<file path="src/rtl/serial_sub_pkg.sv">
// Shared types for the bit-serial borrow subtractor.
// FSM state encoding and counter-width helper.
package serial_sub_pkg;

  typedef enum logic [1:0] {
    IDLE = 2'd0,
    RUN  = 2'd1,
    DONE = 2'd2
  } state_e;

  function automatic int cnt_w(input int n);
    return (n < 2) ? 1 : $clog2(n);
  endfunction

endpackage

</file>
<file path="src/rtl/full_subtractor.sv">
// One-bit full subtractor cell: d = x - yb - bi.
// Ports: x, yb, bi in; d difference, bo borrow out.
module full_subtractor (
  input  logic x,
  input  logic yb,
  input  logic bi,
  output logic d,
  output logic bo
);

  logic p;

  assign p  = x ^ yb;
  assign d  = p ^ bi;
  assign bo = (~x & yb) | (~p & bi);

endmodule

</file>
<file path="src/rtl/serial_borrow_subtractor.sv">
// Bit-serial n-bit subtractor y = a - b - bin, LSB first.
// Ports: clk, rst_n, start/a/b/bin in; busy, done, y, bout, borrows, ovf out.
module serial_borrow_subtractor
  import serial_sub_pkg::*;
#(
  parameter int n = 4
) (
  input  logic         clk,
  input  logic         rst_n,
  input  logic         start,
  input  logic [n-1:0] a,
  input  logic [n-1:0] b,
  input  logic         bin,
  output logic         busy,
  output logic         done,
  output logic [n-1:0] y,
  output logic         bout,
  output logic [n:0]   borrows,
  output logic         ovf
);

  localparam int CW = cnt_w(n);
  localparam logic [CW-1:0] LAST = CW'(n - 1);

  state_e        state_q, state_d;
  logic [CW-1:0] cnt_q, cnt_d;
  logic [n-1:0]  a_q, a_d;
  logic [n-1:0]  b_q, b_d;
  logic          br_q, br_d;
  logic [n-1:0]  sy_q, sy_d;
  logic [n:0]    sb_q, sb_d;
  logic [n-1:0]  y_q, y_d;
  logic [n:0]    bw_q, bw_d;

  logic fs_d, fs_bo;

  full_subtractor u_fs (
    .x  (a_q[cnt_q]),
    .yb (b_q[cnt_q]),
    .bi (br_q),
    .d  (fs_d),
    .bo (fs_bo)
  );

  always_comb begin
    state_d = state_q;
    cnt_d   = cnt_q;
    a_d     = a_q;
    b_d     = b_q;
    br_d    = br_q;
    sy_d    = sy_q;
    sb_d    = sb_q;
    y_d     = y_q;
    bw_d    = bw_q;
    unique case (state_q)
      IDLE, DONE: begin
        if (start) begin
          state_d = RUN;
          cnt_d   = '0;
          a_d     = a;
          b_d     = b;
          br_d    = bin;
          sy_d    = '0;
          sb_d    = '0;
          sb_d[0] = bin;
        end else begin
          state_d = IDLE;
        end
      end
      RUN: begin
        for (int i = 0; i < n; i++) begin
          if (cnt_q == CW'(i)) begin
            sy_d[i]   = fs_d;
            sb_d[i+1] = fs_bo;
          end
        end
        br_d  = fs_bo;
        cnt_d = cnt_q + 1'b1;
        if (cnt_q == LAST) begin
          // Publish only complete results.
          state_d = DONE;
          cnt_d   = '0;
          y_d     = sy_d;
          bw_d    = sb_d;
        end
      end
      default: state_d = IDLE;
    endcase
  end

  always_ff @(posedge clk or negedge rst_n) begin
    if (!rst_n) begin
      state_q <= IDLE;
      cnt_q   <= '0;
      a_q     <= '0;
      b_q     <= '0;
      br_q    <= 1'b0;
      sy_q    <= '0;
      sb_q    <= '0;
      y_q     <= '0;
      bw_q    <= '0;
    end else begin
      state_q <= state_d;
      cnt_q   <= cnt_d;
      a_q     <= a_d;
      b_q     <= b_d;
      br_q    <= br_d;
      sy_q    <= sy_d;
      sb_q    <= sb_d;
      y_q     <= y_d;
      bw_q    <= bw_d;
    end
  end

  assign busy    = (state_q == RUN);
  assign done    = (state_q == DONE);
  assign y       = y_q;
  assign borrows = bw_q;
  assign bout    = bw_q[n];
  assign ovf     = bw_q[n] ^ bw_q[n-1];

endmodule

</file>
<file path="config.mk">
export PLATFORM = sky130hd
export DESIGN_NAME = serial_borrow_subtractor
export DESIGN_NICKNAME = d
export VERILOG_FILES = /design/src/rtl/serial_sub_pkg.sv /design/src/rtl/full_subtractor.sv /design/src/rtl/serial_borrow_subtractor.sv
export SDC_FILE = /design/constraint.sdc
export NUM_CORES = 1
export LEC_CHECK = 0
export CAP_MARGIN = 20
export CORE_MARGIN = 5
export CORE_UTILIZATION = 54
export DETAILED_ROUTE_END_ITERATION = 8
export PLACE_DENSITY = 0.9
export SLEW_MARGIN = 5
export SYNTH_ARGS = -nofsm -noshare
export SYNTH_HDL_FRONTEND = slang
export SYNTH_SLANG_ARGS = --single-unit
</file>
<file path="constraint.sdc">
create_clock -name clk -period 3.4 [get_ports clk]
set_input_delay 0.68 -clock clk [delete_from_list [all_inputs] [get_ports clk]]
set_output_delay 0.68 -clock clk [all_outputs]
set_load 0.03 [all_outputs]
</file>
# --- Word level (Yosys, flattened, before mapping) ---
# Cells that the tools add are included.
totals:
  register_bits: 31
  input_bits: 12
  output_inout_bits: 13
  word_cells: 58
op_classes:
  n_mux: 24
  bitwise_logic: 8
  n_reduce_logical: 7
  magnitude_cmp: 1
  eq_ne: 7
  n_addsub: 1
op_table:
  columns: ["operator", "n"]
  rows:
  - ["4-bit one-hot mux with 2 select lines", 2]
  - ["1-bit two-way mux", 12]
  - ["2-bit one-hot mux with 2 select lines", 2]
  - ["2-bit == test, second input constant", 3]
  - ["2-bit two-way mux", 3]
  - ["2-bit AND reduction", 3]
  - ["5-bit two-way mux", 1]
  - ["1-bit binary-select mux with 2-bit select", 2]
  - ["2-bit by 1-bit == test with 1-bit output, second input constant", 2]
  - ["2-bit logical NOT", 2]
  - ["4-bit two-way mux", 1]
  - ["2-bit by 3-bit less-than comparator with 1-bit output, second input constant", 1]
  - ["1-bit bitwise XOR", 3]
  - ["2-bit by 1-bit adder with 2-bit output, second input constant", 1]
  - ["1-bit AND", 2]
  - ["2-bit by 1-bit inequality test with 1-bit output, second input constant", 1]
  - ["2-bit inequality test, second input constant", 1]
  - ["1-bit inverter", 2]
  - ["1-bit one-hot mux with 2 select lines", 1]
  - ["2-bit nonzero test", 1]
  - ["2-bit OR reduction", 1]
  - ["1-bit OR", 1]

# --- Logic depth before layout (Yosys ltp) ---
# Gate-level depths: netlist of the first run.
depth:
  word_depth: 8
  mapped_depth: 6
  ltp_nobuf: 6

# --- By module ---
# Synthesis of the first run repeated with hierarchy kept, for this count alone.
unflattened:
  cells_unflattened: 129
  area_unflattened_um2: 1361.3
modules_own_cells:
  columns: ["module", "cells_each", "area_each_um2", "n_inst", "seq_area_each_um2"]
  rows:
  - ["serial_borrow_subtractor", 125, 1330.0, 1, 725.7]
  - ["full_subtractor", 4, 31.3, 1, 0.0]

# --- Least setup slack after synthesis of the first run ---
# Ideal clock, no wire load.
synth_path:
  path_kind: "reg2reg"
  start: "register cnt_q[0]"
  end: "register sy_q[1]"
  stages_incl_launch_ff: 5
  required_ns: 3.274
  setup_time_ns: 0.126
  path_buffers: 0
  t_arrival_ns: 2.042
  synth_period_minus_slack_ns: 2.168
  setup_slack_ns: 1.232
  cell_sequence: "dfrtp_1 > mux4_2 > fa_1 > and3_2 > a221o_2"
synth_via:
  elab_chain_cells: 6
  elab_cells_between_ends: 9
  cone_classes: "eq/ne (1); mux (6); bitwise (2)"
synth_lines:
  columns: ["element", "line_no", "text"]
  rows:
  - ["start, declared", "serial_borrow_subtractor.sv:26", "logic [CW-1:0] cnt_q, cnt_d;"]
  - ["start signal, assigned", "serial_borrow_subtractor.sv:104", "cnt_q <= cnt_d;"]
  - ["1-bit binary-select mux with 2-bit select, on equally long branches", "serial_borrow_subtractor.sv:38, serial_borrow_subtractor.sv:39", null]
  - ["1-bit two-way mux, on equally long branches", "serial_borrow_subtractor.sv:38, serial_borrow_subtractor.sv:39", null]
  - ["1-bit bitwise XOR", "full_subtractor.sv:13", "assign p = x ^ yb;"]
  - ["1-bit bitwise XOR", "full_subtractor.sv:14", "assign d = p ^ bi;"]
  - ["1-bit two-way mux *", "serial_borrow_subtractor.sv:72", "if (cnt_q == CW'(i)) begin"]
  - ["4-bit one-hot mux with 2 select lines *", "serial_borrow_subtractor.sv:55", "unique case (state_q)"]
  - ["end signal, assigned", "serial_borrow_subtractor.sv:108", "sy_q <= sy_d;"]
  - ["end, declared", "serial_borrow_subtractor.sv:30", "logic [n-1:0] sy_q, sy_d;"]
# Every way passes the cells marked *; elsewhere a longest branch is shown, timed or not. The select of a mux whose other input is x is not followed.
# A chain may end at the register's enable or synchronous reset.

# --- Worst setup path in the final report of the first run ---
layout_path:
  start: "register state_q[1]"
  end: "output busy"
layout_via:
  elab_chain_cells: 1
layout_lines:
  columns: ["element", "line_no", "text"]
  rows:
  - ["start, declared", "serial_borrow_subtractor.sv:25", "state_e state_q, state_d;"]
  - ["start signal, assigned", "serial_borrow_subtractor.sv:103", "state_q <= state_d;"]
  - ["2-bit by 1-bit == test with 1-bit output", "serial_borrow_subtractor.sv:115", "assign busy = (state_q == RUN);"]
  - ["end, declared", "serial_borrow_subtractor.sv:14", "output logic busy,"]
# No other way between the ends.

==> results.cfg, run 1 <==
[yosys]
yosys-mux-area-fraction = 0.0941
syn_nets = 146
synth_area_um2 = 1360
synth_xor_area_frac = 0.00646
synthCells = 129
synth_fa_ha_area_frac = 0.0517
synth_top_family_by_area = simple AND/OR/NAND/NOR gates
synthSimpleGateAreaFrac = 0.186
yosys_warnings = 0
synth_compound_area_frac = 0.0803
postSynthAreaPerCell_um2 = 10.5
synth-seq-cells = 29
ys_types = 29
ys_seq_area_frac = 0.535

[global_route]
antenna_found_initial = 0
grt_max_degree = 30
first_global_vias = 1045
track_usage = 0.170
grt_first_pass_wirelength_um = 4410
overflow = 0

[worst_setup_path]
critPathKind = flip-flop to output port
worst-path-max-fanout = 12
crit_path_start_kind = flip-flop
r2r_cells = 4
rrSetupSlack_ns = 1.09
timing.rr.end = sy_q[1]
worst_ep_required_time_ns = 2.72
reg2reg_from = cnt_q[0]
end_kind = output port
critPathArrivalTime_ns = 1.70

[placement]
placedCellCount = 179
gp_congestion = 0.780
place_ws_ns = 0.951
dp_hpwl_um = 1970
port_buffers = 24

[timing]
maxSlewViolCount = 0
rsz0062_at_grt = no
max_slew_margin = 0.551
hold_violations = 0
fin_tns_setup_ns = 0
fin_skew_ns = 0.00721
setup_viol = 0
fin_crit_sh = 0.699
fmax_mhz = 421
setup_ws_ns = 1.02
tightest_slew_ns = 0.672
min_period_ns = 2.38

[drt]
drt-vias-per-instance = 5.26
vias = 983
routed_wl_um = 2560
wire_per_inst_um = 13.7
drt-pass1-iter-count = 4
initialDrtViolationCount = 16
postRouteAntennaNets = 0
drc = 0

[worst_hold_path]
hold_depth = 2
hold_start = a_q[1]
hold_end = a_q[1]
hold_path.class = flip-flop to flip-flop

[clock_network]
cts-root-buf = clkbuf_4
cts_tree = yes
clock-sinks = 29
worstSkewPairLatency_ns = 0.33
post_cts_resize_count = 0
cts_buffer_depth = 2
cts_max_level = 2
cts_setup_buffers = 0
cts.hold.buffers_added = 0
cts_made_buffers = 5
clkTransAtPathRegs_ns = 0.09

[run]
maxCapViolCount = 0

[layout]
drive_gt1_frac = 0.134
fill_cells = 201
fin_nets = 173
antenna_cells = 0
area_delta_synth_final_pct = 23.7
layout.cells.non_filler = 187

[floorplan]
die_w_um = 60.1
num_rows = 18
die_h_um = 60.1
initial_core_util = 0.558
ios = 25
core_um2 = 2430
die_area_um2 = 3610

[power_and_ir_drop]
ir_drop_mv = 0.659
p_leak_nw = 0.832
pwr_density_cell_nw_per_um2 = 1060

[outcome]
status = complete, no violations
power breakdown:
| part | total, mW | switching (mW) | internal, mW |
|---|---|---|---|
| clock network | 0.235 | 0.115 | 0.120 |
| registers | 0.607 | 0.108 | 0.500 |
| logic | 0.944 | 0.526 | 0.418 |
| total | 1.79 | 0.749 | 1.04 |
worst max path at each step:
stage | to | cells past startpoint | start | slack [ns]
after floorplan | sy_q[1] | 4 | cnt_q[0] | 1.23
after global placement | sy_q[2] | 4 | start | 1.06
after detailed placement | sy_q[2] | 4 | start | 0.95
after CTS | busy | 3 | state_q[1] | 0.99
after global routing | busy | 3 | state_q[1] | 0.94
final | busy | 3 | state_q[1] | 1.02
cell usage after synthesis, drive strengths merged:
library cell	number	area share
a21oi	3	0.011
mux2i	6	0.044
and3	3	0.016
inv	7	0.021
nor2	1	0.0028
nor3	1	0.0037
nand3b	1	0.0083
xor2	1	0.0065
buf	5	0.025
nand2b	2	0.015
a21o	1	0.0055
o21ai	9	0.033
a221o	3	0.024
dfrtp	29	0.54
and2b	1	0.0065
mux2	2	0.017
ha	4	0.037
nor2b	4	0.018
fa	1	0.015
mux4	2	0.033
o221ai	1	0.0065
nand2	42	0.12
final cells by class:
class / instances / area, um2 / share of cell area
Sequential cell: 29 / 726 / 0.433
Multi-Input combinational cell: 88 / 568 / 0.339
Timing Repair Buffer: 25 / 248 / 0.148
Clock buffer: 7 / 65.1 / 0.0388
Tap cell: 30 / 37.5 / 0.0224
Inverter: 7 / 28.8 / 0.0172
Clock inverter: 1 / 5.00 / 0.00298
registers in the layout, summed over array words and instances, names as in the netlist:
signal,flops
br_q,1
y,4
borrows,5
cnt_q,2
state_q,2
sy_q,3
sb_q,4
a_q,4
b_q,4
worst max-delay path, cell delays in order, from the launching register on:
cell	delay, ns
dfrtp_1	0.40
nand2b_4	0.17
inv_4	0.12
clkdlybuf4s50_1	0.68
layout by cell type, fill, tap and decap left out, types with 2 or more instances in the layout:
cell / synthesis / final
dfrtp_1: 29 / 29
mux2_2: 2 / 2
o21ai_1: 2 / 2
clkbuf_4: 0 / 5
mux2i_1: 6 / 6
and3_2: 2 / 2
ha_1: 4 / 4
clkbuf_8: 0 / 2
nand2_1: 42 / 42
a221o_2: 2 / 2
inv_1: 6 / 6
a21oi_1: 3 / 3
o21ai_0: 7 / 7
mux4_2: 2 / 2
nor2b_1: 4 / 4
clkdlybuf4s50_1: 0 / 24
stage by stage:
stage	cell area (um2)	power, mW	utilization	hold WS, ns
4_1_cts	1680	1.81	0.690	0.489
6_report	1680	1.79	0.690	0.489
5_1_grt	1680	1.93	0.690	0.512
2_1_floorplan	1360	1.29	-	0.384
3_3_place_gp	1610	1.51	0.661	0.457
3_5_place_dp	1610	1.57	0.661	0.468
layer usage:
layer	global-route usage	wire, um	vias to the layer above
li1	-	-	480
met1	0.180	1030	467
met2	0.301	1300	30
met3	0.0670	172	6
met4	0.0665	54	0
met5	0	0	-
kinds of logic after synthesis:
logic type	count (synthesis)
AND/OR/NAND/NOR	55
flip-flops	29
AO/OA/AOI/OAI	17
buffers and inverters	12
multiplexers	10
adder cells (fa/ha/maj)	5
XOR/XNOR	1
Power figures use the tool's default switching activity.
==> inputs of run 2 (changes only) <==
- CORE_UTILIZATION: 54 -> 50
- PLACE_DENSITY: 0.9 -> 0.85
- clock period: 3.4 -> 2.25 ns (I/O delays scaled with it)
==> run 2 against run 1 <==
Compared with the run above:
- core utilization is 2.7 points lower
- routed wire length grew 2.8%
- clock-buffer cell count stayed put
- final area increased by 0.60%
- global-route usage fell by 0.41 points
- register-to-register slack worse by 1.0 ns
- via count up 1.7%
- combinational power grew 63%
==> results.cfg, run 2 (synthesized netlist as in run 1, its figures left out) <==
[drt]
postRouteAntennaNets = 0
wire_per_inst_um = 13.9
drt-pass1-iter-count = 4
initialDrtViolationCount = 40
vias = 1000
drt-vias-per-instance = 5.29
drc = 0
routed_wl_um = 2630

[layout]
fin_nets = 176
area_delta_synth_final_pct = 24.4
multiInputGateArea_um2 = 571
fill_cells = 216
layout.cells.non_filler = 189
layout.area.seq_um2 = 726
final_common_cell = nand2_1
drive_gt1_frac = 0.145
layout_common_cells = 42 x nand2_1, 29 x dfrtp_1, 24 x clkdlybuf4s50_1, 7 x o21ai_0
largest_register_ffs = 5
antenna_cells = 0
final_area_um2 = 1690
final_core_utilization = 0.663

[placement]
placedCellCount = 181
port_buffers = 24
dpl-instance-area_um2 = 1620
gp_congestion = 0.755
dp_hpwl_um = 2020

[floorplan]
core_um2 = 2540
initial_core_util = 0.533
ios = 25
num_rows = 18
die_w_um = 62.1
die_area_um2 = 3850
die_h_um = 62.1

[timing]
maxSlewViolCount = 0
min_period_ns = 2.16
max_slew_margin = 0.661
tightest_slew_ns = 0.508
fmax_mhz = 463
fin_crit_sh = 0.960
fin_skew_ns = 0.00854
hold_violations = 0
rsz0062_at_grt = no
setup_viol = 0
fin_tns_setup_ns = 0

[global_route]
antenna_found_initial = 0
track_usage = 0.166
overflow = 0
grt_max_degree = 30
grt_first_pass_wirelength_um = 4460
first_global_vias = 1018

[clock_network]
cts.hold.buffers_added = 0
cts_tree = yes
cts_made_buffers = 5
clock-sinks = 29
clkTransAtPathRegs_ns = 0.09
worstSkewPairLatency_ns = 0.33
cts-root-buf = clkbuf_4
cts_buffer_depth = 2
cts_max_level = 2

[power_and_ir_drop]
pwr_density_cell_nw_per_um2 = 1630
power_mw = 2.76
p_leak_nw = 0.836
ir_drop_mv = 1.16

[worst_setup_path]
critPathArrivalTime_ns = 1.71
crit_path_start_kind = flip-flop
worst_ep_required_time_ns = 1.80
end_kind = output port
critPathKind = flip-flop to output port
worst-path-max-fanout = 12

[run]
maxCapViolCount = 0

[worst_hold_path]
hold_path.class = flip-flop to flip-flop

[outcome]
status = complete, no violations
==> run 2: cell types whose count changed in the layout (fill, tap and decap cells not counted), sizes merged <==
cell    delta
buf        +3
clkinv     -1
==> run 2: final timing paths <==
kind	slack, ns	to	from	cells after the start
min reg2reg	0.48	sb_q[0]	sb_q[0]	2
max	0.09	busy	state_q[0]	3
max reg2reg	0.09	sy_q[1]	cnt_q[0]	5
min	0.48	sb_q[0]	sb_q[0]	2
max in group asynchronous	1.48	a_q[2]	rst_n	2
min in group asynchronous	0.49	sy_q[1]	rst_n	2
==> run 2: where the power goes <==
| part | switching, mW | internal [mW] | total (mW) |
|---|---|---|---|
| Clock | 0.170 | 0.147 | 0.317 |
| Sequential | 0.151 | 0.755 | 0.906 |
| Combinational | 0.830 | 0.707 | 1.54 |
| Total | 1.15 | 1.61 | 2.76 |
==> run 2: repair_timing <==
| action | 4_1_cts | 5_1_grt |
|---|---|---|
| hold endpoints to repair | 0 | 0 |
| setup endpoints to repair | 0 | 2 |
| gates resized for setup | 0 | 1 |
| setup buffers | 0 | 1 |
==> run 2: critical path: stages, from the launching register on <==
cell	delay (ns)
dfrtp_1	0.46
nand2b_4	0.10
inv_4	0.12
clkdlybuf4s50_1	0.69
==> run 2: cell type report <==
class,instances,share of cell area
Tap cell,30,0.0222
Sequential cell,29,0.430
Timing Repair Buffer,28,0.160
Clock buffer,7,0.0326
Inverter,7,0.0170
Multi-Input combinational cell,88,0.338
==> run 2: per-layer routing <==
layer  global-route usage  share of wire
met1                0.177           0.39
met2                0.284           0.52
met3               0.0744          0.082
met4               0.0697          0.014
met5                    0              0
==> run 2: stage by stage <==
stage	hold WS (ns)	worst slack, ns
after floorplan	0.154	0.0818
after global placement	0.458	0.131
after detailed placement	0.464	0.0271
after CTS	0.483	0.0169
after global routing	0.514	0.0163
final	0.478	0.0909
